File: src/rtl/seg_scan_pkg.sv
// Shared types and helpers for the seven-segment scan controller.
package seg_scan_pkg;

    localparam int unsigned SEG_W      = 7;
    localparam int unsigned MAX_DIGITS = 32;

    typedef enum logic [0:0] {
        S_IDLE,
        S_SCAN
    } scan_state_t;

    // Callers truncate the result to their own digit count.
    function automatic logic [MAX_DIGITS-1:0] onehot(input int unsigned idx);
        return MAX_DIGITS'(1) << idx;
    endfunction

endpackage

File: src/rtl/seg_dwell_timer.sv
// Dwell counter: counts 0..DWELL-1 and flags the last cycle; clear holds it at zero.
module seg_dwell_timer #(
    parameter int unsigned DWELL = 1000
) (
    input  logic clk,
    input  logic rst,
    input  logic clear,
    output logic tick
);

    localparam int unsigned CBITS = $clog2(DWELL);

    logic [CBITS-1:0] cnt_q;

    assign tick = (cnt_q == CBITS'(DWELL - 1));

    always_ff @(posedge clk) begin
        if (rst) begin
            cnt_q <= '0;
        end else if (clear || tick) begin
            cnt_q <= '0;
        end else begin
            cnt_q <= cnt_q + 1'b1;
        end
    end

endmodule

File: src/rtl/seg_scan_ctrl.sv
// Time-multiplexed seven-segment scan controller with frame-aligned pattern updates.
// Define SEG_ACTIVE_LOW_EN to drive segment/digit_en inverted for common-anode displays.
module seg_scan_ctrl
    import seg_scan_pkg::*;
#(
    parameter int unsigned NDIGITS = 4,
    parameter int unsigned DWELL   = 1000
) (
    input  logic                     clk,
    input  logic                     rst,
    input  logic                     enable,
    input  logic                     upd_valid,
    input  logic [SEG_W*NDIGITS-1:0] upd_data,
    output logic                     upd_ready,
    output logic [SEG_W-1:0]         segment,
    output logic [NDIGITS-1:0]       digit_en,
    output logic                     frame_start
);

    localparam int unsigned IBITS = $clog2(NDIGITS);

`ifdef SEG_ACTIVE_LOW_EN
    localparam logic OUT_INV = 1'b1;
`else
    localparam logic OUT_INV = 1'b0;
`endif

    // Registers hold pin-level values, so blank also serves as the polarity mask.
    localparam logic [SEG_W-1:0]   SEG_BLANK = {SEG_W{OUT_INV}};
    localparam logic [NDIGITS-1:0] DIG_BLANK = {NDIGITS{OUT_INV}};

    scan_state_t              state_q, state_d;
    logic [IBITS-1:0]         idx_q, idx_d, idx_next;
    logic [SEG_W*NDIGITS-1:0] active_q, active_d;
    logic [SEG_W*NDIGITS-1:0] shadow_q, shadow_d;
    logic                     pending_q, pending_d;
    logic                     ready_q;
    logic [SEG_W-1:0]         segment_q, segment_d;
    logic [NDIGITS-1:0]       digit_en_q, digit_en_d;
    logic                     frame_start_q, frame_start_d;
    logic                     timer_clear;
    logic                     tick;
    logic                     accept;
    int unsigned              sel_base;

    seg_dwell_timer #(
        .DWELL (DWELL)
    ) u_timer (
        .clk   (clk),
        .rst   (rst),
        .clear (timer_clear),
        .tick  (tick)
    );

    assign accept   = upd_valid && !pending_q;
    assign idx_next = (idx_q == IBITS'(NDIGITS - 1)) ? '0 : idx_q + 1'b1;
    assign sel_base = SEG_W * 32'(idx_next);

    always_comb begin
        state_d       = state_q;
        idx_d         = idx_q;
        active_d      = active_q;
        shadow_d      = shadow_q;
        pending_d     = pending_q;
        segment_d     = segment_q;
        digit_en_d    = digit_en_q;
        frame_start_d = 1'b0;
        timer_clear   = 1'b1;

        // Accept needs pending low and commit needs it high, so they never collide.
        if (accept) begin
            shadow_d  = upd_data;
            pending_d = 1'b1;
        end

        unique case (state_q)
            S_IDLE: begin
                segment_d  = SEG_BLANK;
                digit_en_d = DIG_BLANK;
                idx_d      = '0;
                if (pending_q) begin
                    active_d  = shadow_q;
                    pending_d = 1'b0;
                end
                if (enable) begin
                    state_d       = S_SCAN;
                    segment_d     = active_d[SEG_W-1:0] ^ SEG_BLANK;
                    digit_en_d    = NDIGITS'(onehot(0)) ^ DIG_BLANK;
                    frame_start_d = 1'b1;
                end
            end
            S_SCAN: begin
                if (!enable) begin
                    state_d    = S_IDLE;
                    segment_d  = SEG_BLANK;
                    digit_en_d = DIG_BLANK;
                    idx_d      = '0;
                end else begin
                    timer_clear = 1'b0;
                    if (tick) begin
                        idx_d = idx_next;
                        if (idx_next == '0) begin
                            frame_start_d = 1'b1;
                            if (pending_q) begin
                                active_d  = shadow_q;
                                pending_d = 1'b0;
                            end
                        end
                        segment_d  = active_d[sel_base +: SEG_W] ^ SEG_BLANK;
                        digit_en_d = NDIGITS'(onehot(32'(idx_next))) ^ DIG_BLANK;
                    end
                end
            end
            default: state_d = S_IDLE;
        endcase
    end

    always_ff @(posedge clk) begin
        if (rst) begin
            state_q       <= S_IDLE;
            idx_q         <= '0;
            active_q      <= '0;
            shadow_q      <= '0;
            pending_q     <= 1'b0;
            ready_q       <= 1'b1;
            segment_q     <= SEG_BLANK;
            digit_en_q    <= DIG_BLANK;
            frame_start_q <= 1'b0;
        end else begin
            state_q       <= state_d;
            idx_q         <= idx_d;
            active_q      <= active_d;
            shadow_q      <= shadow_d;
            pending_q     <= pending_d;
            ready_q       <= !pending_d;
            segment_q     <= segment_d;
            digit_en_q    <= digit_en_d;
            frame_start_q <= frame_start_d;
        end
    end

    assign upd_ready   = ready_q;
    assign segment     = segment_q;
    assign digit_en    = digit_en_q;
    assign frame_start = frame_start_q;

endmodule

File: config.mk
export PLATFORM = sky130hd
export DESIGN_NAME = seg_scan_ctrl
export DESIGN_NICKNAME = d
export VERILOG_FILES = /design/src/rtl/seg_scan_pkg.sv /design/src/rtl/seg_dwell_timer.sv /design/src/rtl/seg_scan_ctrl.sv
export SDC_FILE = /design/constraint.sdc
export NUM_CORES = 1
export LEC_CHECK = 0
export BUFFER_PORTS_ARGS = -buffer_cell sky130_fd_sc_hd__buf_2
export CAP_MARGIN = 20
export CORE_MARGIN = 1.5
export CORE_UTILIZATION = 47
export DETAILED_ROUTE_END_ITERATION = 7
export PLACE_DENSITY = 0.67
export SYNTH_ARGS = -nofsm -noshare
export SYNTH_HDL_FRONTEND = slang
export SYNTH_SLANG_ARGS = --single-unit
File: constraint.sdc
create_clock -name clk -period 4.4 [get_ports clk]
set_input_delay 0 -clock clk [delete_from_list [all_inputs] [get_ports clk]]
set_output_delay 0 -clock clk [all_outputs]
set_load 0.02 [all_outputs]
==> results of run 1 <==
[worst paths after layout]
check / slack, ns / end / from
worst min-delay path: 0.07 / shadow_q[8] / upd_valid
worst min register to register: 0.46 / digit_en[0] / digit_en[0]
worst max-delay path: 1.62 / segment[2] / idx_q[0]
worst max register to register: 1.62 / segment[2] / idx_q[0]
[power breakdown]
| part | switching [uW] | total [uW] | internal, uW |
|---|---|---|---|
| clock | 276 | 478 | 202 |
| combinational | 78.0 | 142 | 64.0 |
| sequential | 22.6 | 800 | 777 |
[logic make-up after synthesis]
family	after synthesis	share of synthesized area
muxes	25	0.08953
adders and majority gates	6	0.01975
buffers and inverters	44	0.05299
AOI/OAI and AO/OA	101	0.1689
xor gates and xnor gates	8	0.01843
DFF	83	0.4371
and+or+nand+nor	179	0.2133
[per-stage QoR]
stage | power (uW) | util | instances | instance area, um^2
5_1_grt | 1482 | 0.5778 | 608 | 4488
4_1_cts | 1423 | 0.5739 | 606 | 4458
2_1_floorplan | 895.2 | - | 446 | 3801
3_3_place_gp | 932.8 | 0.5172 | 563 | 4018
3_5_place_dp | 935.2 | 0.5172 | 563 | 4018
6_report | 1420 | 0.5778 | 608 | 4488
[layout make-up]
class | count | area [um^2] | share of cell area
Clock buffer | 11 | 131.4 | 0.02927
Clock inverter | 4 | 28.78 | 0.006412
Inverter | 12 | 45.04 | 0.01004
Multi-Input combinational cell | 319 | 1941 | 0.4324
Sequential cell | 83 | 1662 | 0.3702
Tap cell | 102 | 127.6 | 0.02844
Timing Repair Buffer | 77 | 553.0 | 0.1232
[flip-flops by register name, summed over array words and instances (netlist names)]
signal / flops
digit_en: 4
state_q: 1
u_timer.cnt_q: 10
idx_q: 2
pending_q: 1
upd_ready: 1
frame_start: 1
shadow_q: 28
segment: 7
active_q: 28
[synth_stat cells, types with 2 or more instances]
cell type  number  area [um^2]
nand2_1        99        371.6
dfxtp_1        83         1662
a21oi_1        62        310.3
nand3_1        27        135.1
nor2_1         20        75.07
a211oi_1       17        127.6
clkbuf_1       17        63.81
mux2i_1        16        160.2
inv_1          12        45.04
buf_2          10        50.05
and3_1          9        56.30
mux4_2          7        157.7
nor3_1          7        35.03
ha_1            6        75.07
o211ai_1        6        45.04
o22ai_1         6        37.54
nor2b_1         4        25.02
xnor2_1         4        35.03
xor2_1          4        35.03
a2111oi_0       3        26.28
a2111oi_2       3        45.04
mux2_2          2        22.52
nand2b_1        2        12.51
nor3b_1         2        15.01
nor4_1          2        12.51
[layer usage]
| layer | track usage | share of wire | vias to the layer above |
|---|---|---|---|
| met5 | 0 | 0 | - |
| met4 | 0.09343 | 0.018 | 0 |
| met3 | 0.05008 | 0.071 | 13 |
| met2 | 0.3564 | 0.45 | 110 |
| met1 | 0.3070 | 0.46 | 1560 |
| li1 | - | - | 1662 |
[worst register-to-register path, delay by kind of cell, from the launching register on]
family	cells	cell delay, ns
fa+ha+maj	1	0.44
flops	1	0.45
compound gates	3	1.01
simple gates	2	0.76
==> impl_metrics.ini, run 1 <==
[status]
outcome = complete, no violations

[setup_path]
critPathMaxFanout = 22
crit_required_ns = 4.63
slowest_delay_ns = 0.67
crit_top_cell = a211oi_1
path_buf_inv = 0
cp-end-kind = register
cp_cell_sequence = ha_1 > nand2_1 > a211oi_1 > a211oi_1 > a2111oi_0 > nor3_1
reg2reg_depth = 6
cp_top_family = compound AO/OA/AOI/OAI gates
worst-endpoint-arrival_ns = 3.01
slowest_stage = nand2_1
critPathKind = register to register
crit_cells = 6
cp-start-kind = register

[pwr]
leakage_uw = 0.001720
power.density_nw_per_um2 = 316.3
peakVddDrop_mv = 0.1625

[grt]
grt_max_degree = 59
grt_pass1_wl_um = 15460
antenna_found_initial = 0
grt_pass1_vias = 3139
grt_remaining_overflow = 0
grt_usage = 0.2291

[logic_synthesis]
synth.ff_latch_count = 83
synthCells = 446
seq_area_frac_synth = 0.4371
async_flop_share = 0
syn-cell-area_um2 = 3801
synth-main-ff-cell = dfxtp_1
yosys_warnings = 0
synth_area_per_cell_um2 = 8.523
synth-edff-count = 0
syn-num-nets = 484
synth.distinct_cells = 41

[clocking]
htreeDepth = 3
clockBufferDepth = 2
clk_pin_slew_ns = 0.08
clkSinkCount = 83
cts_setup_buffers = 0
postCtsHoldBufs = 28
clock-root-buffer = clkbuf_8
ctsResizeCount = 0
cts_buffers = 9
insertion_delay_ns = 0.36
cts_tree = yes

[timing]
maxSlewViolCount = 0
setup-violations-final = 0
fin_worst_skew_ns = 0.01313
tightest_slew_ns = 1.070
finalHoldViolCount = 0
max_freq_mhz = 359.9
final.period_utilization = 0.6314
slew_headroom = 0.2869
worst_slack_ns = 1.622
period_needed_ns = 2.778
setup_tns_ns = 0
rsz0062_at_grt = false
holdWs_ns = 0.06994

[final_layout]
drive_above_1_share = 0.1640
area_growth_pct = 18.07
final_cell_mix = nand2_1, dfxtp_1, a21oi_1
final.fill_count = 715
diodes = 0
fin_nets = 540
final_common_cell = nand2_1

[placed_design]
place.gp.congestion = 0.8527
port_buffers = 44
dp_hpwl_um = 6040
dp_slack_ns = 1.706

[die]
die_w_um = 92.93
ios = 45
coreArea_um2 = 7767
start_util = 0.4894
num_rows = 32
dieArea_um2 = 8636
die_h_um = 92.93

[detailed_routing]
wire_per_inst_um = 15.28
dr.pass1.iters = 4
ant_nets = 0
routed_wl_um = 9288
drc = 0
viasPerCell = 5.502
vias = 3345
drt_iter0_markers = 234

[flow_run]
drv_cap = 0

[min_path]
hold_path_depth = 4
hold_path_class = primary input to register
(Power assumes the default switching activity.)
==> inputs of run 2 (changes only) <==
- PLACE_DENSITY: 0.67 -> 0.69
- clock period: 4.4 -> 2.5 ns (I/O delays scaled with it)
==> run 2 against run 1 <==
Via count up 1.3%. Largest cell class unchanged. Highest routed layer unchanged. Critical endpoint is now segment[1]. Largest power group unchanged. Cell area up 2.0%. Critical path depth unchanged. Cell count up 2.0%.
==> impl_metrics.ini, run 2 (synthesis results as in run 1) <==
[clocking]
cts_tree = yes
clkSinkCount = 83
cts_buffers = 9
clk_pin_slew_ns = 0.09
ctsResizeCount = 0
clock-root-buffer = clkbuf_8
clockBufferDepth = 2
cts_setup_buffers = 0
htreeDepth = 3
insertion_delay_ns = 0.36
postCtsHoldBufs = 29

[setup_path]
critPathKind = register to register
cp-end-kind = register
crit_required_ns = 2.73
cp-start-kind = register
worst-endpoint-arrival_ns = 2.41
critPathMaxFanout = 10

[grt]
grt_max_degree = 58
antenna_found_initial = 0
grt_pass1_wl_um = 15120
grt_usage = 0.2220
grt_remaining_overflow = 0
grt_pass1_vias = 3189

[placed_design]
dp_slack_ns = 0.3624
place.gp.congestion = 0.8692
place_area_um2 = 4108
port_buffers = 44
dp_hpwl_um = 6328

[detailed_routing]
wire_per_inst_um = 14.67
ant_nets = 0
drt_iter0_markers = 190
viasPerCell = 5.463
dr.pass1.iters = 4
routed_wl_um = 9094
drc = 0
vias = 3387

[die]
dieArea_um2 = 8636
num_rows = 32
coreArea_um2 = 7767
die_w_um = 92.93
ios = 45
start_util = 0.4894
die_h_um = 92.93

[timing]
final.period_utilization = 0.8723
finalHoldViolCount = 0
slew_headroom = 0.6086
fin_worst_skew_ns = 0.01061
maxSlewViolCount = 0
tightest_slew_ns = 0.5870
period_needed_ns = 2.181
rsz0062_at_grt = false
holdWs_ns = 0.09398
setup_tns_ns = 0
max_freq_mhz = 458.6
setup-violations-final = 0
worst_slack_ns = 0.3192

[final_layout]
top_regs = active_q x28, shadow_q x28, u_timer.cnt_q x10
stdcell_area_um2 = 4577
final_common_cell = nand2_1
area_growth_pct = 20.41
fin_nets = 551
post-route-util = 0.5892
diodes = 0
final_cell_mix = nand2_1, dfxtp_1, a21oi_1
drive_above_1_share = 0.1834

[pwr]
leakage_uw = 0.001780
peakVddDrop_mv = 0.3688
power.density_nw_per_um2 = 559.1

[flow_run]
drv_cap = 0

[min_path]
hold_path_class = primary input to register

[status]
outcome = complete, no violations
-- run 2: cell types whose count changed in the layout (fill, tap and decap cells not counted) --
cell / change
buf_4: +12
buf_8: -2
dlygate4sd3_1: +1
inv_6: +1
clkbuf_1: -1
clkbuf_8: +1
-- run 2: per-stage QoR --
step                      std cells  power (uW)
after global routing            620        2664
after floorplan                 446        1576
final                           620        2559
after global placement          575        1647
after CTS                       620        2567
after detailed placement        575        1654
-- run 2: critical path: stages, from the launching register on --
cell and delay [ns]:
dfxtp_1 0.39, ha_1 0.25, nor2_2 0.07, buf_4 0.22, mux4_2 0.58, a2111oi_0 0.45
nor3_1 0.09
-- run 2: report_power, final --
group | leakage [uW] | switching, uW | internal, uW
Combinational | 0.00102 | 134 | 116
Sequential | 0.000676 | 38.6 | 1370
Clock | 0.0000859 | 510 | 392
-- run 2: final cells by class --
| type | count | area (um^2) |
|---|---|---|
| clock buffer | 11 | 141.4 |
| clock inverter | 5 | 37.54 |
| fill | 698 | 3191 |
| inverter | 12 | 45.04 |
| multi-input combinational | 319 | 1941 |
| sequential | 83 | 1662 |
| tap | 102 | 127.6 |
| timing repair buffer | 88 | 623.1 |
-- run 2: path summary, 6_finish.rpt --
path | end | slack (ns) | cells after the start | from
max | segment[1] | 0.32 | 6 | idx_q[0]
min | upd_ready | 0.09 | 3 | upd_valid
max reg2reg | segment[1] | 0.32 | 6 | idx_q[0]
min reg2reg | u_timer.cnt_q[0] | 0.45 | 1 | u_timer.cnt_q[0]
-- run 2: routing by layer --
layer,GRT usage,part of all wire,vias up
met2,0.3680,0.49,91
met3,0.05665,0.049,11
met4,0.05429,0.014,0
li1,-,-,1684
met5,0,0,-
met1,0.2877,0.45,1601
==> inputs of run 3 (changes only) <==
- GPL_TIMING_DRIVEN: default -> 0
==> run 3 against run 2 <==
Die area unchanged. Clock power increased by 3.3%. Sequential power about the same. Combinational power grew 7%. Cell area is 1.6% higher. Highest routed layer unchanged. Sequential share of layout area shrank 0.57 points. Register-to-register slack lost 0.28 ns. Worst hold slack worse by 0.047 ns. Count of clock-buffer cells in the layout down 1.
==> impl_metrics.ini, run 3 (synthesis results as in run 1) <==
[status]
outcome = complete, no violations

[setup_path]
reg2reg_depth = 7
critPathMaxFanout = 10
crit_required_ns = 2.74
critPathKind = register to register
cp-end-kind = register
cp-start-kind = register
worst-endpoint-arrival_ns = 2.70

[timing]
max_freq_mhz = 405.7
holdWs_ns = 0.04746
tightest_slew_ns = 0.5799
setup-violations-final = 0
maxSlewViolCount = 0
fin_worst_skew_ns = 0.008186
setup_tns_ns = 0
period_needed_ns = 2.465
rsz0062_at_grt = true
final.period_utilization = 0.9860
slew_headroom = 0.6105
finalHoldViolCount = 0

[final_layout]
final_cell_mix = nand2_1, dfxtp_1, a21oi_1
drive_above_1_share = 0.1769
area_growth_pct = 22.32
fin_nets = 571
diodes = 0
final_common_cell = nand2_1
top_regs = active_q x28, shadow_q x28, u_timer.cnt_q x10
instances_no_fill = 639

[min_path]
hold_path_class = primary input to register
hold_path_depth = 3

[grt]
grt_usage = 0.2428
grt_pass1_wl_um = 16150
antenna_found_initial = 0
grt_max_degree = 14
grt_remaining_overflow = 0
grt_pass1_vias = 3334

[detailed_routing]
routed_wl_um = 9737
vias = 3469
wire_per_inst_um = 15.24
drt_iter0_markers = 194
ant_nets = 0
viasPerCell = 5.429
drc = 0
dr.pass1.iters = 5

[placed_design]
port_buffers = 44
dp.cells = 592
dp_hpwl_um = 6954
place.gp.congestion = 0.8748

[pwr]
peakVddDrop_mv = 0.3579
leakage_uw = 0.001802
power.density_nw_per_um2 = 559.3

[clocking]
cts_tree = yes
clk_pin_slew_ns = 0.08
clkSinkCount = 83
insertion_delay_ns = 0.36
cts_buffers = 9
htreeDepth = 3
clock-root-buffer = clkbuf_8
clockBufferDepth = 2

[die]
die_h_um = 92.93
die_w_um = 92.93
start_util = 0.4894
num_rows = 32
ios = 45
coreArea_um2 = 7767
dieArea_um2 = 8636

[flow_run]
drv_cap = 0
==> run 3: per-stage QoR <==
stage	utilization	total power, uW	cell area, um^2	setup slack [ns]
CTS	0.5957	2608	4627	0.06193
floorplan	-	1576	3801	0.3801
finish	0.5986	2601	4649	0.03504
detailed placement	0.5341	1663	4149	-0.03161
global route	0.5986	2704	4649	-0.05858
global placement	0.5341	1656	4149	-0.03568
==> run 3: final cells by class <==
cell class / instances / area, um^2
Fill cell: 702 / 3118
Multi-Input combinational cell: 319 / 1943
Sequential cell: 83 / 1662
Timing Repair Buffer: 76 / 533.0
Buffer: 32 / 156.4
Clock buffer: 10 / 127.6
Tap cell: 102 / 127.6
Clock inverter: 5 / 55.05
Inverter: 12 / 45.04
==> run 3: worst max-delay path: stages, from the launching register on <==
cell and delay (ns):
dfxtp_1 0.39, ha_1 0.27, or2_2 0.31, clkbuf_1 0.27, a211oi_1 0.45, a211oi_1 0.09, a2111oi_0 0.45, nor3_1 0.11
==> run 3: report_power, final <==
| group | leakage [uW] | switching, uW | internal [uW] |
|---|---|---|---|
| clock | 0.0000881 | 479 | 453 |
| combinational | 0.00104 | 149 | 118 |
| sequential | 0.000676 | 33.9 | 1370 |
==> run 3: final timing paths <==
kind	endpoint	startpoint	slack (ns)
min	upd_ready	upd_valid	0.05
min reg2reg	u_timer.cnt_q[0]	u_timer.cnt_q[0]	0.45
max reg2reg	segment[2]	idx_q[0]	0.04
max	segment[2]	idx_q[0]	0.04
==> run 3: what timing repair did <==
item | CTS | global route
endpoints found under the hold margin | 30 | 0
setup buffers | 0 | 3
setup endpoints to repair | 3 | 3
hold buffers | 29 | 0
pin swaps | 0 | 1
gates resized for setup | 1 | 0
cloned | 0 | 0
==> run 3: layer usage <==
metal  track usage  up-vias  routed length, um
met5             0        -                  0
met4       0.09470        0                231
met3       0.05337       24                476
met2        0.4039      107               4651
met1        0.3047     1608               4378
li1              -     1730                  -
